===== src/rtl/imm_pkg.sv =====
// ----------------------------------------------------------------------------
// imm_pkg
// Shared definitions for the immediate-operand stage:
//   - immediate type codes presented on in_type
//   - occupancy state encoding of the 2-entry skid buffer
//   - XLEN legality check used at elaboration of the top level
// ----------------------------------------------------------------------------
package imm_pkg;

    typedef enum logic [2:0] {
        IMM_R    = 3'd0,
        IMM_I    = 3'd1,
        IMM_S    = 3'd2,
        IMM_B    = 3'd3,
        IMM_U    = 3'd4,
        IMM_J    = 3'd5,
        IMM_RSVD = 3'd6,
        IMM_Z    = 3'd7
    } imm_type_e;

    typedef enum logic [1:0] {
        OCC_EMPTY = 2'd0,
        OCC_ONE   = 2'd1,
        OCC_FULL  = 2'd2
    } occ_state_e;

    // Only RV32 and RV64 immediate widths are meaningful for this stage.
    function automatic bit xlen_is_legal(input int xlen);
        return (xlen == 32) || (xlen == 64);
    endfunction

endpackage


===== src/rtl/imm_operand_pipe_if.sv =====
// ----------------------------------------------------------------------------
// imm_operand_pipe_if
// Bundles the decode-side (in_*) and operand-select-side (out_*) handshakes of
// the immediate-operand stage together with the synchronous flush.
//   slave  : view used by imm_operand_pipe
//   master : view used by whatever drives the stage (decode + consumer)
// Parameters: XLEN (immediate width), TAG_W (side-band tag width).
// ----------------------------------------------------------------------------
interface imm_operand_pipe_if #(
    parameter int XLEN  = 32,
    parameter int TAG_W = 32
);
    logic              flush;
    logic              in_valid;
    logic              in_ready;
    logic [31:7]       in_instr;
    logic [2:0]        in_type;
    logic [TAG_W-1:0]  in_tag;
    logic              out_valid;
    logic              out_ready;
    logic [XLEN-1:0]   out_imm;
    logic [TAG_W-1:0]  out_tag;
    logic              out_illegal;

    modport slave (
        input  flush, in_valid, in_instr, in_type, in_tag, out_ready,
        output in_ready, out_valid, out_imm, out_tag, out_illegal
    );

    modport master (
        output flush, in_valid, in_instr, in_type, in_tag, out_ready,
        input  in_ready, out_valid, out_imm, out_tag, out_illegal
    );
endinterface


===== src/rtl/imm_expand.sv =====
// ----------------------------------------------------------------------------
// imm_expand
// Purely combinational RISC-V immediate expander.
//   instr   [31:7]  instruction bits without the opcode
//   imm_type [2:0]  immediate type code (imm_pkg::imm_type_e)
//   imm     XLEN    expanded immediate
//   illegal 1       type code not supported by this build
// Build option: IMM_ZTYPE_EN enables code 7 as the CSR zimm (Z) immediate;
// without it code 7 is flagged illegal like the reserved code 6.
// ----------------------------------------------------------------------------
module imm_expand
    import imm_pkg::*;
#(
    parameter int XLEN = 32
) (
    input  logic [31:7]     instr,
    input  logic [2:0]      imm_type,
    output logic [XLEN-1:0] imm,
    output logic            illegal
);

    logic [31:0] imm32_s;

    // Build the 32-bit immediate for each format; bit 31 carries the sign.
    always_comb begin
        imm32_s = 32'd0;
        illegal = 1'b0;
        case (imm_type)
            IMM_R:    imm32_s = 32'd0;
            IMM_I:    imm32_s = {{21{instr[31]}}, instr[30:20]};
            IMM_S:    imm32_s = {{21{instr[31]}}, instr[30:25], instr[11:7]};
            IMM_B:    imm32_s = {{20{instr[31]}}, instr[7], instr[30:25], instr[11:8], 1'b0};
            IMM_U:    imm32_s = {instr[31:12], 12'd0};
            IMM_J:    imm32_s = {{12{instr[31]}}, instr[19:12], instr[20], instr[30:21], 1'b0};
            IMM_RSVD: begin
                imm32_s = 32'd0;
                illegal = 1'b1;
            end
`ifdef IMM_ZTYPE_EN
            IMM_Z:    imm32_s = {27'd0, instr[19:15]};
`else
            IMM_Z: begin
                imm32_s = 32'd0;
                illegal = 1'b1;
            end
`endif
            default: begin
                imm32_s = 32'd0;
                illegal = 1'b1;
            end
        endcase
    end

    // Every signed format has bit 31 = sign and the zero-filled formats have
    // bit 31 = 0, so a signed widening covers all of them (including U on RV64).
    assign imm = XLEN'($signed(imm32_s));

endmodule


===== src/rtl/imm_operand_pipe.sv =====
// ----------------------------------------------------------------------------
// imm_operand_pipe
// Registered immediate-operand stage: expands the immediate at enqueue and
// holds up to two expanded entries (head/tail) in a valid/ready skid buffer
// between decode and operand select, carrying a side-band tag per entry.
// Ports:
//   clk   pipeline clock
//   rst   asynchronous active-high reset (drops all entries, zeroes head)
//   bus   imm_operand_pipe_if.slave: flush, in_valid/in_ready/in_instr/
//         in_type/in_tag, out_valid/out_ready/out_imm/out_tag/out_illegal
// Build option: IMM_ZTYPE_EN (see imm_expand) selects Z-type for code 7.
// ----------------------------------------------------------------------------
module imm_operand_pipe
    import imm_pkg::*;
#(
    parameter int XLEN  = 32,
    parameter int TAG_W = 32
) (
    input  logic               clk,
    input  logic               rst,
    imm_operand_pipe_if.slave  bus
);

    if (!xlen_is_legal(XLEN)) begin : g_xlen_check
        $error("imm_operand_pipe: XLEN must be 32 or 64");
    end

    occ_state_e       state_r;
    occ_state_e       state_next_s;
    logic             push_s;
    logic             pop_s;
    logic             in_ready_s;
    logic             out_valid_s;
    logic             load_head_new_s;
    logic             load_head_tail_s;
    logic             load_tail_s;

    logic [XLEN-1:0]  exp_imm_s;
    logic             exp_ill_s;
    logic [XLEN-1:0]  head_imm_r;
    logic [XLEN-1:0]  tail_imm_r;
    logic             head_ill_r;
    logic             tail_ill_r;
    logic [TAG_W-1:0] head_tag_r;
    logic [TAG_W-1:0] tail_tag_r;

    imm_expand #(.XLEN(XLEN)) u_expand (
        .instr    (bus.in_instr),
        .imm_type (bus.in_type),
        .imm      (exp_imm_s),
        .illegal  (exp_ill_s)
    );

    // in_ready is held low while reset is asserted so nothing is accepted.
    assign in_ready_s  = (state_r != OCC_FULL) && !rst;
    assign out_valid_s = (state_r != OCC_EMPTY);
    assign push_s      = bus.in_valid && in_ready_s;
    assign pop_s       = out_valid_s && bus.out_ready;

    // Occupancy state register.
    always_ff @(posedge clk or posedge rst) begin
        if (rst) begin
            state_r <= OCC_EMPTY;
        end else begin
            state_r <= state_next_s;
        end
    end

    // Next occupancy and entry-movement selects; flush overrides any push.
    always_comb begin
        state_next_s     = state_r;
        load_head_new_s  = 1'b0;
        load_head_tail_s = 1'b0;
        load_tail_s      = 1'b0;
        if (bus.flush) begin
            state_next_s = OCC_EMPTY;
        end else begin
            case (state_r)
                OCC_EMPTY: begin
                    if (push_s) begin
                        state_next_s    = OCC_ONE;
                        load_head_new_s = 1'b1;
                    end else begin
                        state_next_s = OCC_EMPTY;
                    end
                end
                OCC_ONE: begin
                    if (push_s && pop_s) begin
                        state_next_s    = OCC_ONE;
                        load_head_new_s = 1'b1;
                    end else if (push_s) begin
                        state_next_s = OCC_FULL;
                        load_tail_s  = 1'b1;
                    end else if (pop_s) begin
                        state_next_s = OCC_EMPTY;
                    end else begin
                        state_next_s = OCC_ONE;
                    end
                end
                OCC_FULL: begin
                    if (pop_s) begin
                        state_next_s     = OCC_ONE;
                        load_head_tail_s = 1'b1;
                    end else begin
                        state_next_s = OCC_FULL;
                    end
                end
                default: begin
                    state_next_s = OCC_EMPTY;
                end
            endcase
        end
    end

    // Head entry: loaded from the expander or promoted from the tail.
    always_ff @(posedge clk or posedge rst) begin
        if (rst) begin
            head_imm_r <= '0;
            head_ill_r <= 1'b0;
            head_tag_r <= '0;
        end else if (load_head_new_s) begin
            head_imm_r <= exp_imm_s;
            head_ill_r <= exp_ill_s;
            head_tag_r <= bus.in_tag;
        end else if (load_head_tail_s) begin
            head_imm_r <= tail_imm_r;
            head_ill_r <= tail_ill_r;
            head_tag_r <= tail_tag_r;
        end
    end

    // Tail (skid) entry: captures a push that arrives while the head is stalled.
    always_ff @(posedge clk or posedge rst) begin
        if (rst) begin
            tail_imm_r <= '0;
            tail_ill_r <= 1'b0;
            tail_tag_r <= '0;
        end else if (load_tail_s) begin
            tail_imm_r <= exp_imm_s;
            tail_ill_r <= exp_ill_s;
            tail_tag_r <= bus.in_tag;
        end
    end

    assign bus.in_ready    = in_ready_s;
    assign bus.out_valid   = out_valid_s;
    assign bus.out_imm     = head_imm_r;
    assign bus.out_tag     = head_tag_r;
    assign bus.out_illegal = head_ill_r;

endmodule

===== src/flat_wrapper.sv =====
// flat-port wrapper written by rule: the top's interface ports become plain ports
module imm_operand_pipe_flat import imm_pkg::*;
#(
    parameter int XLEN  = 32,
    parameter int TAG_W = 32
)
  (clk, rst, bus_flush, bus_in_valid, bus_in_instr, bus_in_type, bus_in_tag, bus_out_ready, bus_in_ready, bus_out_valid, bus_out_imm, bus_out_tag, bus_out_illegal);
  imm_operand_pipe_if #(.XLEN(XLEN), .TAG_W(TAG_W)) bus_i ();
  input  logic clk;
  input  logic rst;
  input wire logic [$bits(bus_i.flush)-1:0] bus_flush;
  input wire logic [$bits(bus_i.in_valid)-1:0] bus_in_valid;
  input wire logic [$bits(bus_i.in_instr)-1:0] bus_in_instr;
  input wire logic [$bits(bus_i.in_type)-1:0] bus_in_type;
  input wire logic [$bits(bus_i.in_tag)-1:0] bus_in_tag;
  input wire logic [$bits(bus_i.out_ready)-1:0] bus_out_ready;
  output wire logic [$bits(bus_i.in_ready)-1:0] bus_in_ready;
  output wire logic [$bits(bus_i.out_valid)-1:0] bus_out_valid;
  output wire logic [$bits(bus_i.out_imm)-1:0] bus_out_imm;
  output wire logic [$bits(bus_i.out_tag)-1:0] bus_out_tag;
  output wire logic [$bits(bus_i.out_illegal)-1:0] bus_out_illegal;
  assign bus_i.flush = bus_flush;
  assign bus_i.in_valid = bus_in_valid;
  assign bus_i.in_instr = bus_in_instr;
  assign bus_i.in_type = bus_in_type;
  assign bus_i.in_tag = bus_in_tag;
  assign bus_i.out_ready = bus_out_ready;
  assign bus_in_ready = bus_i.in_ready;
  assign bus_out_valid = bus_i.out_valid;
  assign bus_out_imm = bus_i.out_imm;
  assign bus_out_tag = bus_i.out_tag;
  assign bus_out_illegal = bus_i.out_illegal;
  imm_operand_pipe #(.XLEN(XLEN), .TAG_W(TAG_W)) u_core (.clk(clk), .rst(rst), .bus(bus_i));
endmodule

===== config.mk =====
export PLATFORM = sky130hd
export DESIGN_NAME = imm_operand_pipe_flat
export DESIGN_NICKNAME = d
export VERILOG_FILES = /design/src/rtl/imm_pkg.sv /design/src/rtl/imm_operand_pipe_if.sv /design/src/rtl/imm_expand.sv /design/src/rtl/imm_operand_pipe.sv /design/src/flat_wrapper.sv
export SDC_FILE = /design/constraint.sdc
export NUM_CORES = 1
export LEC_CHECK = 0
export BUFFER_PORTS_ARGS = -buffer_cell sky130_fd_sc_hd__buf_2
export CORE_MARGIN = 1
export CORE_UTILIZATION = 55
export DETAILED_ROUTE_END_ITERATION = 8
export PLACE_DENSITY = 0.8
export SKIP_CTS_REPAIR_TIMING = 1
export SYNTH_ARGS = -nofsm -noshare
export SYNTH_HDL_FRONTEND = slang
export SYNTH_SLANG_ARGS = --single-unit

===== constraint.sdc =====
create_clock -name clk -period 5.17 [get_ports clk]
set_clock_uncertainty 0.1 [all_clocks]
set_input_delay 0.2585 -clock clk [delete_from_list [all_inputs] [get_ports clk]]
set_output_delay 0.2585 -clock clk [all_outputs]
set_load 0.02 [all_outputs]

==> metrics.txt <==
setup TNS=0 ns; Setup crit start kind=flip-flop; main combinational cell family by area after synthesis=multiplexers; max frequency=347 MHz; wire per inst=16.2 um; Core Area=10,900 sq um; syn avg cell area=11.3 sq um; Pleak=3.98 nW; diode count=0; Ys Warns=0; top cells by area, synth=dfrtp_1 54%, mux2i_1 11%, mux2_2 8.8%, nand2_1 8.2%, mux2_4 4.1%; Worst VDD drop=0.245 mV; Detail Placement HPWL=8690 um; Die X=108 um; crit end category=flip-flop; Synth Area in Compound Gates=5.00%; Clock Sinks=132; Final Non-Filler Cells=852; first-pass detailed-route iteration total=5; WP data required=5.48 ns; Starting Density=56.5%; Synth Area in XOR/XNOR=0%; Netlist cell types=32; I/O Buffers=131; Slew HR=26.2%; synthesized-area fraction occupied by adder cells=0.407%; GPL Wtd Cong=0.810; Clock transition at path regs=0.06 ns; Worst Tran Pin Value=1.11 ns; vias per cell=5.40; Tmin final=2.88 ns; Max clock buf depth=2; family with the most delay on the worst path=compound AO/OA/AOI/OAI gates; final instance area=7850 sq um; Mapped Nets=610; post-synth top area share=53.7%; Power, Total=3.24 mW; RSZ-0062 raised after global routing=false; FFs w/ async S/R, synth=100%; sequential area share after synthesis=53.7%; HP Start=bus_in_instr[4]; most frequent cells after synthesis=135 x nand2_1, 132 x dfrtp_1, 66 x mux2i_1; Min-Delay Endpoint=u_core.bus.out_imm[4]; H-tree depth=4; GRT Total Usage=24.0%; hold path depth=3; first-pass GRT wire length=21,300 um; final hold violations=9; CTS tree=yes; CP peak stage delay=0.88 ns; cell count after placement=778; Post-Synth Simple-Gate Area=13.9%; Skew-Pair Late Insertion Delay=0.52 ns; antenna-violating nets left=0; Worst Hold Slack=-0.0230 ns; CP max-delay cell=a211o_4; status=finished with violations; critical path peak fanout=65; arrival time worst endpoint=3.19 ns; cts bufs inserted=17; top-count cell post-synth=nand2_1; Hold/Removal Path Class=in2reg; post-synthesis register bit count=132; Max-Cap Viols=0; Layout Nets=768; Post-DP Area=6870 sq um; Post-synth top flop=dfrtp_1; antenna violations before repair=0; area grow syn2layout=27.5%; reg-to-reg critical path startpoint=u_core.state_r[1]; Critical R2R Capture=u_core.bus.out_tag[29]; full die area=11,600 sq um; io pins=132; EDFF count, synth=0; Die Ht=108 um; mux cell area share after synthesis=23.7%; root buffer cell=clkbuf_8; worst-path cell chain=nor2b_1 > nor3b_1 > ha_1 > nand2_1 > a211o_4 > mux2_2; DR vias=4,605; Rows=38; Post-Route WL=13,800 um; worst reg2reg path depth=6; largest net degree at the start of global routing=99; synthesized area=6150 sq um; drt drc=0; Tcrit/Tclk final=55.7%; number of global-route vias before repair=4,470; violated checks=hold timing; fin. max-slew vios=0; R2R Setup Slk=2.29 ns; total grt overflow=0; CP Class=reg2reg; endpoints failing setup=0; worst path bufs/invs=0; post-synth top area cell=dfrtp_1; DR iter-0 viols=286; Syn Inst Count=543; layout cells sized above 1=33.0%; Pwr per Cell Area=413 nW/um^2
## routing by layer
metal,global-route usage (%),vias up,routed length [um]
met3,7.14,30,692
met5,0,-,0
met4,11.3,0,295
met2,38.5,128,6920
li1,-,2192,-
met1,29.7,2255,5920
## through the flow
stage / setup WS [ns] / util [%]
after global placement: 2.48 / 63.1
after detailed placement: 2.38 / 63.1
final: 2.29 / 72.1
after global routing: 2.16 / 72.1
after CTS: 2.36 / 68.0
after floorplan: 1.29 / -
## registers in the layout (all words and copies together), names as in the netlist
name                    count
u_core.bus.out_tag         32
u_core.state_r              2
u_core.bus.out_illegal      1
u_core.tail_ill_r           1
u_core.bus.out_imm         32
u_core.tail_imm_r          32
u_core.tail_tag_r          32
## report_power, final
group	internal, mW	leakage, nW	switching (mW)
clock	0.670	0.273	0.412
sequential	1.27	1.69	0.128
combinational	0.343	2.02	0.415
## area by class of cell
class                           instances  area (sq um)
Tap cell                              140           175
Timing Repair Buffer                  179          1130
Clock buffer                           26           518
Fill cell                             759          3040
Sequential cell                       132          3300
Clock inverter                          4          20.0
Multi-Input combinational cell        368          2690
Inverter                                3          13.8
## how the worst max path moves through the flow
stage / start / to / slack [ns] / cells after the start
2_1_floorplan: rst / u_core.bus.out_illegal / 1.29 / 1
3_3_place_gp: u_core.state_r[1] / u_core.bus.out_tag[23] / 2.48 / 7
3_5_place_dp: u_core.state_r[1] / u_core.bus.out_tag[21] / 2.38 / 6
4_1_cts: u_core.state_r[1] / u_core.bus.out_tag[23] / 2.36 / 6
5_1_grt: u_core.state_r[1] / u_core.tail_tag_r[10] / 2.16 / 7
6_report: u_core.state_r[1] / u_core.bus.out_tag[29] / 2.29 / 6
## layout by cell type, fill, tap and decap left out, types with 2 or more instances in the layout
cell	count
or2_2	2
clkbuf_8	8
nor4bb_1	12
nand2_1	135
clkbuf_1	2
nor2_1	2
nand3b_1	2
buf_4	4
buf_2	131
mux2i_1	66
nor3_1	11
a21o_1	2
dfrtp_1	132
nor2b_1	5
ha_1	2
and3b_1	2
o21ai_0	33
mux2_2	48
a22oi_1	12
mux2_4	17
dlygate4sd3_1	44
inv_1	2
nand3_1	6
clkinv_2	4
clkbuf_16	16
## logic make-up after synthesis
kind of cell	count (synthesis)
AO/OA/AOI/OAI	52
buffers and inverters	43
adder cells (fa/ha/maj)	2
AND/OR/NAND/NOR	183
multiplexers	131
flip-flops	132
## worst register-to-register path, stage by stage (launching register included)
cell     delay (ns)
dfrtp_1        0.53
nor2b_1        0.34
nor3b_1        0.14
ha_1           0.23
nand2_1        0.09
a211o_4        0.88
mux2_2         0.46
Note: power is estimated with default switching activity, not from simulation.
